**src/rtl/serial_adder.sv**
```systemverilog
// Bit-serial WIDTH-bit adder: one full-adder cell plus a carry flop, computing
// a+b+cin LSB-first over WIDTH clocks between two valid/ready handshakes.

module full_adder_cell (
    input  logic a,
    input  logic b,
    input  logic c,
    output logic s,
    output logic co
);
    assign s  = a ^ b ^ c;
    assign co = (a & b) | (a & c) | (b & c);
endmodule

// state | meaning
// IDLE  | in_ready=1, waiting for in_valid; accepting edge loads operands
// RUN   | one sum bit per edge, LSB first, for WIDTH edges
// DONE  | out_valid=1, result held until out_ready
module serial_adder #(
    parameter int WIDTH = 8
) (
    input  logic             clk,
    input  logic             rst,
    input  logic             in_valid,
    output logic             in_ready,
    input  logic [WIDTH-1:0] a,
    input  logic [WIDTH-1:0] b,
    input  logic             cin,
    output logic             out_valid,
    input  logic             out_ready,
    output logic [WIDTH-1:0] sum,
    output logic             cout
);
    localparam int CW = $clog2(WIDTH);
    localparam logic [CW-1:0] CNT_LAST = CW'(WIDTH - 1);

    typedef enum logic [1:0] {
        IDLE = 2'd0,
        RUN  = 2'd1,
        DONE = 2'd2
    } state_t;

    state_t           state;
    state_t           state_nxt;
    logic [WIDTH-1:0] a_sr;
    logic [WIDTH-1:0] b_sr;
    logic [WIDTH-1:0] sum_sr;
    logic             carry;
    logic [CW-1:0]    cnt;
    logic             fa_s;
    logic             fa_co;

    full_adder_cell u_fa (
        .a  (a_sr[0]),
        .b  (b_sr[0]),
        .c  (carry),
        .s  (fa_s),
        .co (fa_co)
    );

    always_ff @(posedge clk or posedge rst) begin
        if (rst) begin
            state <= IDLE;
        end else begin
            state <= state_nxt;
        end
    end

    always_comb begin
        state_nxt = state;
        case (state)
            IDLE:    if (in_valid) state_nxt = RUN;
            RUN:     if (cnt == CNT_LAST) state_nxt = DONE;
            DONE:    if (out_ready) state_nxt = IDLE;
            default: state_nxt = IDLE;
        endcase
    end

    // Handshake flags depend on the registered state only.
    always_comb begin
        in_ready  = 1'b0;
        out_valid = 1'b0;
        case (state)
            IDLE:    in_ready  = 1'b1;
            DONE:    out_valid = 1'b1;
            default: ;
        endcase
    end

    always_ff @(posedge clk or posedge rst) begin
        if (rst) begin
            a_sr   <= '0;
            b_sr   <= '0;
            sum_sr <= '0;
            carry  <= 1'b0;
            cnt    <= '0;
        end else begin
            case (state)
                IDLE: begin
                    if (in_valid) begin
                        a_sr   <= a;
                        b_sr   <= b;
                        carry  <= cin;
                        cnt    <= '0;
                        sum_sr <= '0;
                    end
                end
                RUN: begin
                    // After WIDTH shifts the first sum bit lands in bit 0.
                    sum_sr <= {fa_s, sum_sr[WIDTH-1:1]};
                    a_sr   <= {1'b0, a_sr[WIDTH-1:1]};
                    b_sr   <= {1'b0, b_sr[WIDTH-1:1]};
                    carry  <= fa_co;
                    if (cnt != CNT_LAST) begin
                        cnt <= cnt + CW'(1);
                    end
                end
                default: ;
            endcase
        end
    end

    assign sum  = sum_sr;
    assign cout = carry;

endmodule

```
**config.mk**
```make
export PLATFORM = sky130hd
export DESIGN_NAME = serial_adder
export DESIGN_NICKNAME = d
export VERILOG_FILES = /design/src/rtl/serial_adder.sv
export SDC_FILE = /design/constraint.sdc
export NUM_CORES = 1
export LEC_CHECK = 0
export CORE_UTILIZATION = 50
export DETAILED_ROUTE_END_ITERATION = 7
export PLACE_DENSITY = 0.78
export SLEW_MARGIN = 20
export SYNTH_ARGS = -nofsm -noshare
export SYNTH_HDL_FRONTEND = slang
export SYNTH_HIERARCHICAL = 1
export SYNTH_SLANG_ARGS = --single-unit
```
**constraint.sdc**
```tcl
create_clock -name clk -period 1.8 [get_ports clk]
set_input_delay 0.18 -clock clk [delete_from_list [all_inputs] [get_ports clk]]
set_output_delay 0.18 -clock clk [all_outputs]
set_load 0.01 [all_outputs]
```
==> run summary <==
==============================================================================
Total die area                                                        3280 µm²
Residual DRC                                                                 4
Number of library cell types mapped by synthesis                            26
Peak supply drop                                                      0.816 mV
Iteration-0 DRC Markers                                                     68
Total of buffers placed on input and output ports                           31
Worst min path class                                              primary input to async pin
Vertical extent of the die                                             57.3 µm
Antenna violations before repair                                             0
Final clock period utilization by the worst path                         0.963
Worst-skew pair later-pin latency                                      0.34 ns
Violated checks                                                            DRC
Number of standard cells in the layout, taps in and fillers out            204
Number of nets with antenna violations after detailed routing                0
Worst slew margin                                                        0.744
Maximum clock skew at final layout                                  0.00926 ns
Mean post-synth cell area                                             11.3 µm²
Routed wire length                                                     3330 µm
Slew at the pin closest to its max-slew limit                         0.383 ns
Final setup viols                                                            0
Run status                                                        finished with violations
Number of buffers inserted during clock tree synthesis                       5
Share of post-route cells with drive strength above 1                    0.133
Drt first pass iters                                                         6
Overall fraction of global-route tracks in use                           0.230
TritonCTS clock tree                                                       yes
Area of the core                                                      2830 µm²
Cell Area, Synth                                                      1530 µm²
Initial Utilization                                                      0.540
Number of cells produced by synthesis                                      135
CP Class                                                          flip-flop to output pin
Number of synthesized register bits                                         30
DP Worst Slack                                                        0.258 ns
Master of the slowest instance on the critical path               sky130_fd_sc_hd__clkdlybuf4s50_1
Remaining global-route overflow                                              0
Hold-fix buffers at CTS                                                      0
CTS Root Cell                                                     sky130_fd_sc_hd__clkbuf_4
Final Hold Violating Endpoints                                               0
Vias per std cell                                                         5.96
Clock period minus final worst setup slack                             1.73 ns
Share of Yosys cell area claimed by the top area cell type               0.492
Min setup slack post-route                                           0.0672 ns
IO Pins                                                                     32
Post-route cell area                                                  1990 µm²
Max Cap Violations                                                           0
Vias in the first global route                                            1193
Total vias in the final route                                             1216
Critical-path maximum fanout                                                 8
Antenna diode count                                                          0
Routability cong.                                                        0.740
Nature of the critical path endpoint                                output pin
Max Clock Freq                                                       0.577 GHz
Fin. max-slew vios                                                           0
PwrDens                                                            1640 nW/µm²
Post-Place Cell Area                                                  1850 µm²
Hold WS                                                               0.211 ns
Drt wl/cell                                                            16.3 µm
Syn-to-layout area delta                                                 30.2%
Wire length of the first global-routing pass                           5620 µm
Synthesized net count                                                      159
Max stage delay on crit path                                           0.57 ns
Count of yosys warnings during synthesis                                     6
Pin count of the biggest net entering global routing                        31
Cell Count Post-Placement                                                  193
Post-synthesis sequential area ratio                                     0.492
Site Rows                                                                   19
Sink Count                                                                  30
Cell breakdown of the critical path                               nor2b_1, clkdlybuf4s50_1
Horiz. Die Dim                                                         57.3 µm
Total number of nets in the final design                                   196
Reg clk slew, reported paths                                           0.10 ns
Critical path startpoint category                                    flip-flop
Post-synth top area cell                                          sky130_fd_sc_hd__dfrtp_1
Cell types occupying the most area after synthesis                sky130_fd_sc_hd__dfrtp_1 (49%), sky130_fd_sc_hd__nor4b_1 (7.5%), sky130_fd_sc_hd__a22o_1 (5.2%)
Arrival time of data at the critical path endpoint                     1.55 ns
CP Data Required Time                                                  1.62 ns
Leak                                                                  0.909 nW
Clock tree buffer depth                                                      2
Setup repair after global routing missed its margin                         no
Setup TNS                                                                 0 ns
HPWL after detailed placement                                          2230 µm
CTS HTree Levels                                                             2
==============================================================================
cell type report:
type                    count  area, µm²
well taps                  31       38.8
clock buffers               6       51.3
clock inverters             2       60.1
inverters                  19       71.3
flip-flops and latches     30        753
repair buffers             42        405
multi-input cells          74        608
fillers                   217        841
repair_timing:
item | 4_1_cts | 5_1_grt
setup endpoints to repair | 1 | 2
buffers inserted | 0 | 3
resized for setup | 2 | 0
endpoints found under the hold margin | 0 | 0
synthesized netlist by cell type:
cell type / count
sky130_fd_sc_hd__dfrtp_1: 30
sky130_fd_sc_hd__inv_1: 19
sky130_fd_sc_hd__nor4b_1: 13
sky130_fd_sc_hd__a22o_1: 9
sky130_fd_sc_hd__nor2_1: 8
sky130_fd_sc_hd__a221oi_1: 7
sky130_fd_sc_hd__a211oi_1: 5
sky130_fd_sc_hd__buf_2: 5
sky130_fd_sc_hd__buf_6: 5
sky130_fd_sc_hd__nor3b_1: 5
sky130_fd_sc_hd__nor2b_1: 4
sky130_fd_sc_hd__a211o_1: 3
sky130_fd_sc_hd__a222oi_1: 3
sky130_fd_sc_hd__and3_1: 3
sky130_fd_sc_hd__buf_4: 2
sky130_fd_sc_hd__ha_1: 2
sky130_fd_sc_hd__nand2b_1: 2
sky130_fd_sc_hd__nor4bb_1: 2
sky130_fd_sc_hd__a21oi_1: 1
sky130_fd_sc_hd__a32o_1: 1
sky130_fd_sc_hd__fa_1: 1
sky130_fd_sc_hd__nand2_1: 1
sky130_fd_sc_hd__nand4bb_1: 1
sky130_fd_sc_hd__nor2b_4: 1
sky130_fd_sc_hd__o21bai_4: 1
sky130_fd_sc_hd__o311ai_0: 1
stage by stage:
step	utilization	total power, mW
2_1_floorplan	-	2.10
3_3_place_gp	0.655	2.44
3_5_place_dp	0.655	2.53
4_1_cts	0.695	3.27
5_1_grt	0.703	3.50
6_report	0.703	3.27
critical path, delay by kind of cell, from the launching register on:
kind          cells  cell delay [ns]
buf+inv           1             0.57
flops             1             0.47
simple gates      1             0.17
cell usage in the layout (no fill, tap or decap):
cell	netlist	layout
sky130_fd_sc_hd__clkdlybuf4s50_1	0	31
sky130_fd_sc_hd__dfrtp_1	30	28
sky130_fd_sc_hd__inv_1	19	19
sky130_fd_sc_hd__nor4b_1	13	13
sky130_fd_sc_hd__buf_4	2	10
sky130_fd_sc_hd__a22o_1	9	9
sky130_fd_sc_hd__nor2_1	8	8
sky130_fd_sc_hd__a221oi_1	7	7
sky130_fd_sc_hd__nor3b_1	5	5
sky130_fd_sc_hd__a211oi_1	5	5
sky130_fd_sc_hd__clkbuf_4	0	5
sky130_fd_sc_hd__nor2b_1	4	4
sky130_fd_sc_hd__a222oi_1	3	3
sky130_fd_sc_hd__and3_1	3	3
sky130_fd_sc_hd__a211o_1	3	3
sky130_fd_sc_hd__nand2b_1	2	2
sky130_fd_sc_hd__nor4bb_1	2	2
sky130_fd_sc_hd__ha_1	2	2
sky130_fd_sc_hd__bufinv_16	0	2
sky130_fd_sc_hd__dfrtp_2	0	2
sky130_fd_sc_hd__nor2b_4	1	1
sky130_fd_sc_hd__o21bai_4	1	1
sky130_fd_sc_hd__a32o_1	1	1
sky130_fd_sc_hd__a21oi_1	1	1
sky130_fd_sc_hd__nand2_1	1	1
sky130_fd_sc_hd__nand4bb_1	1	1
sky130_fd_sc_hd__o311ai_0	1	1
sky130_fd_sc_hd__clkbuf_8	0	1
sky130_fd_sc_hd__buf_12	0	1
sky130_fd_sc_hd__fa_1	1	1
final timing paths:
| path | cells after the start | end | slack, ns | start |
|---|---|---|---|---|
| worst max-delay path | 2 | out_valid | 0.07 | state[0] |
| worst min-delay path | 3 | sum[5] | 0.21 | rst |
| worst max register to register | 4 | cnt[1] | 0.32 | cnt[0] |
| worst min register to register | 1 | sum[0] | 0.51 | sum[0] |
| max in group asynchronous | 3 | state[1] | 1.28 | rst |
| min in group clk | 3 | state[1] | 0.43 | out_ready |
registers in the layout (all words and copies together), names as in the netlist:
signal and flops:
a_sr 8, b_sr 8, sum 8, cnt 3, state 2, cout 1
metal layers:
| metal | part of all wire | track usage | vias up |
|---|---|---|---|
| met1 | 0.44 | 0.273 | 611 |
| met2 | 0.50 | 0.405 | 33 |
| met5 | 0 | 0 | - |
| li1 | - | - | 566 |
| met3 | 0.046 | 0.0680 | 6 |
| met4 | 0.013 | 0.0627 | 0 |
kinds of logic after synthesis:
kind of cell	Yosys count	synth area share
compound gates	31	0.181
buf+inv	31	0.110
simple gates	40	0.188
flops	30	0.492
fa+ha+maj	3	0.0295
power breakdown:
group | switching, mW | internal (mW)
logic | 0.620 | 0.737
registers | 0.215 | 0.977
clock network | 0.245 | 0.471
No activity file was read; power rests on OpenSTA's default activity.
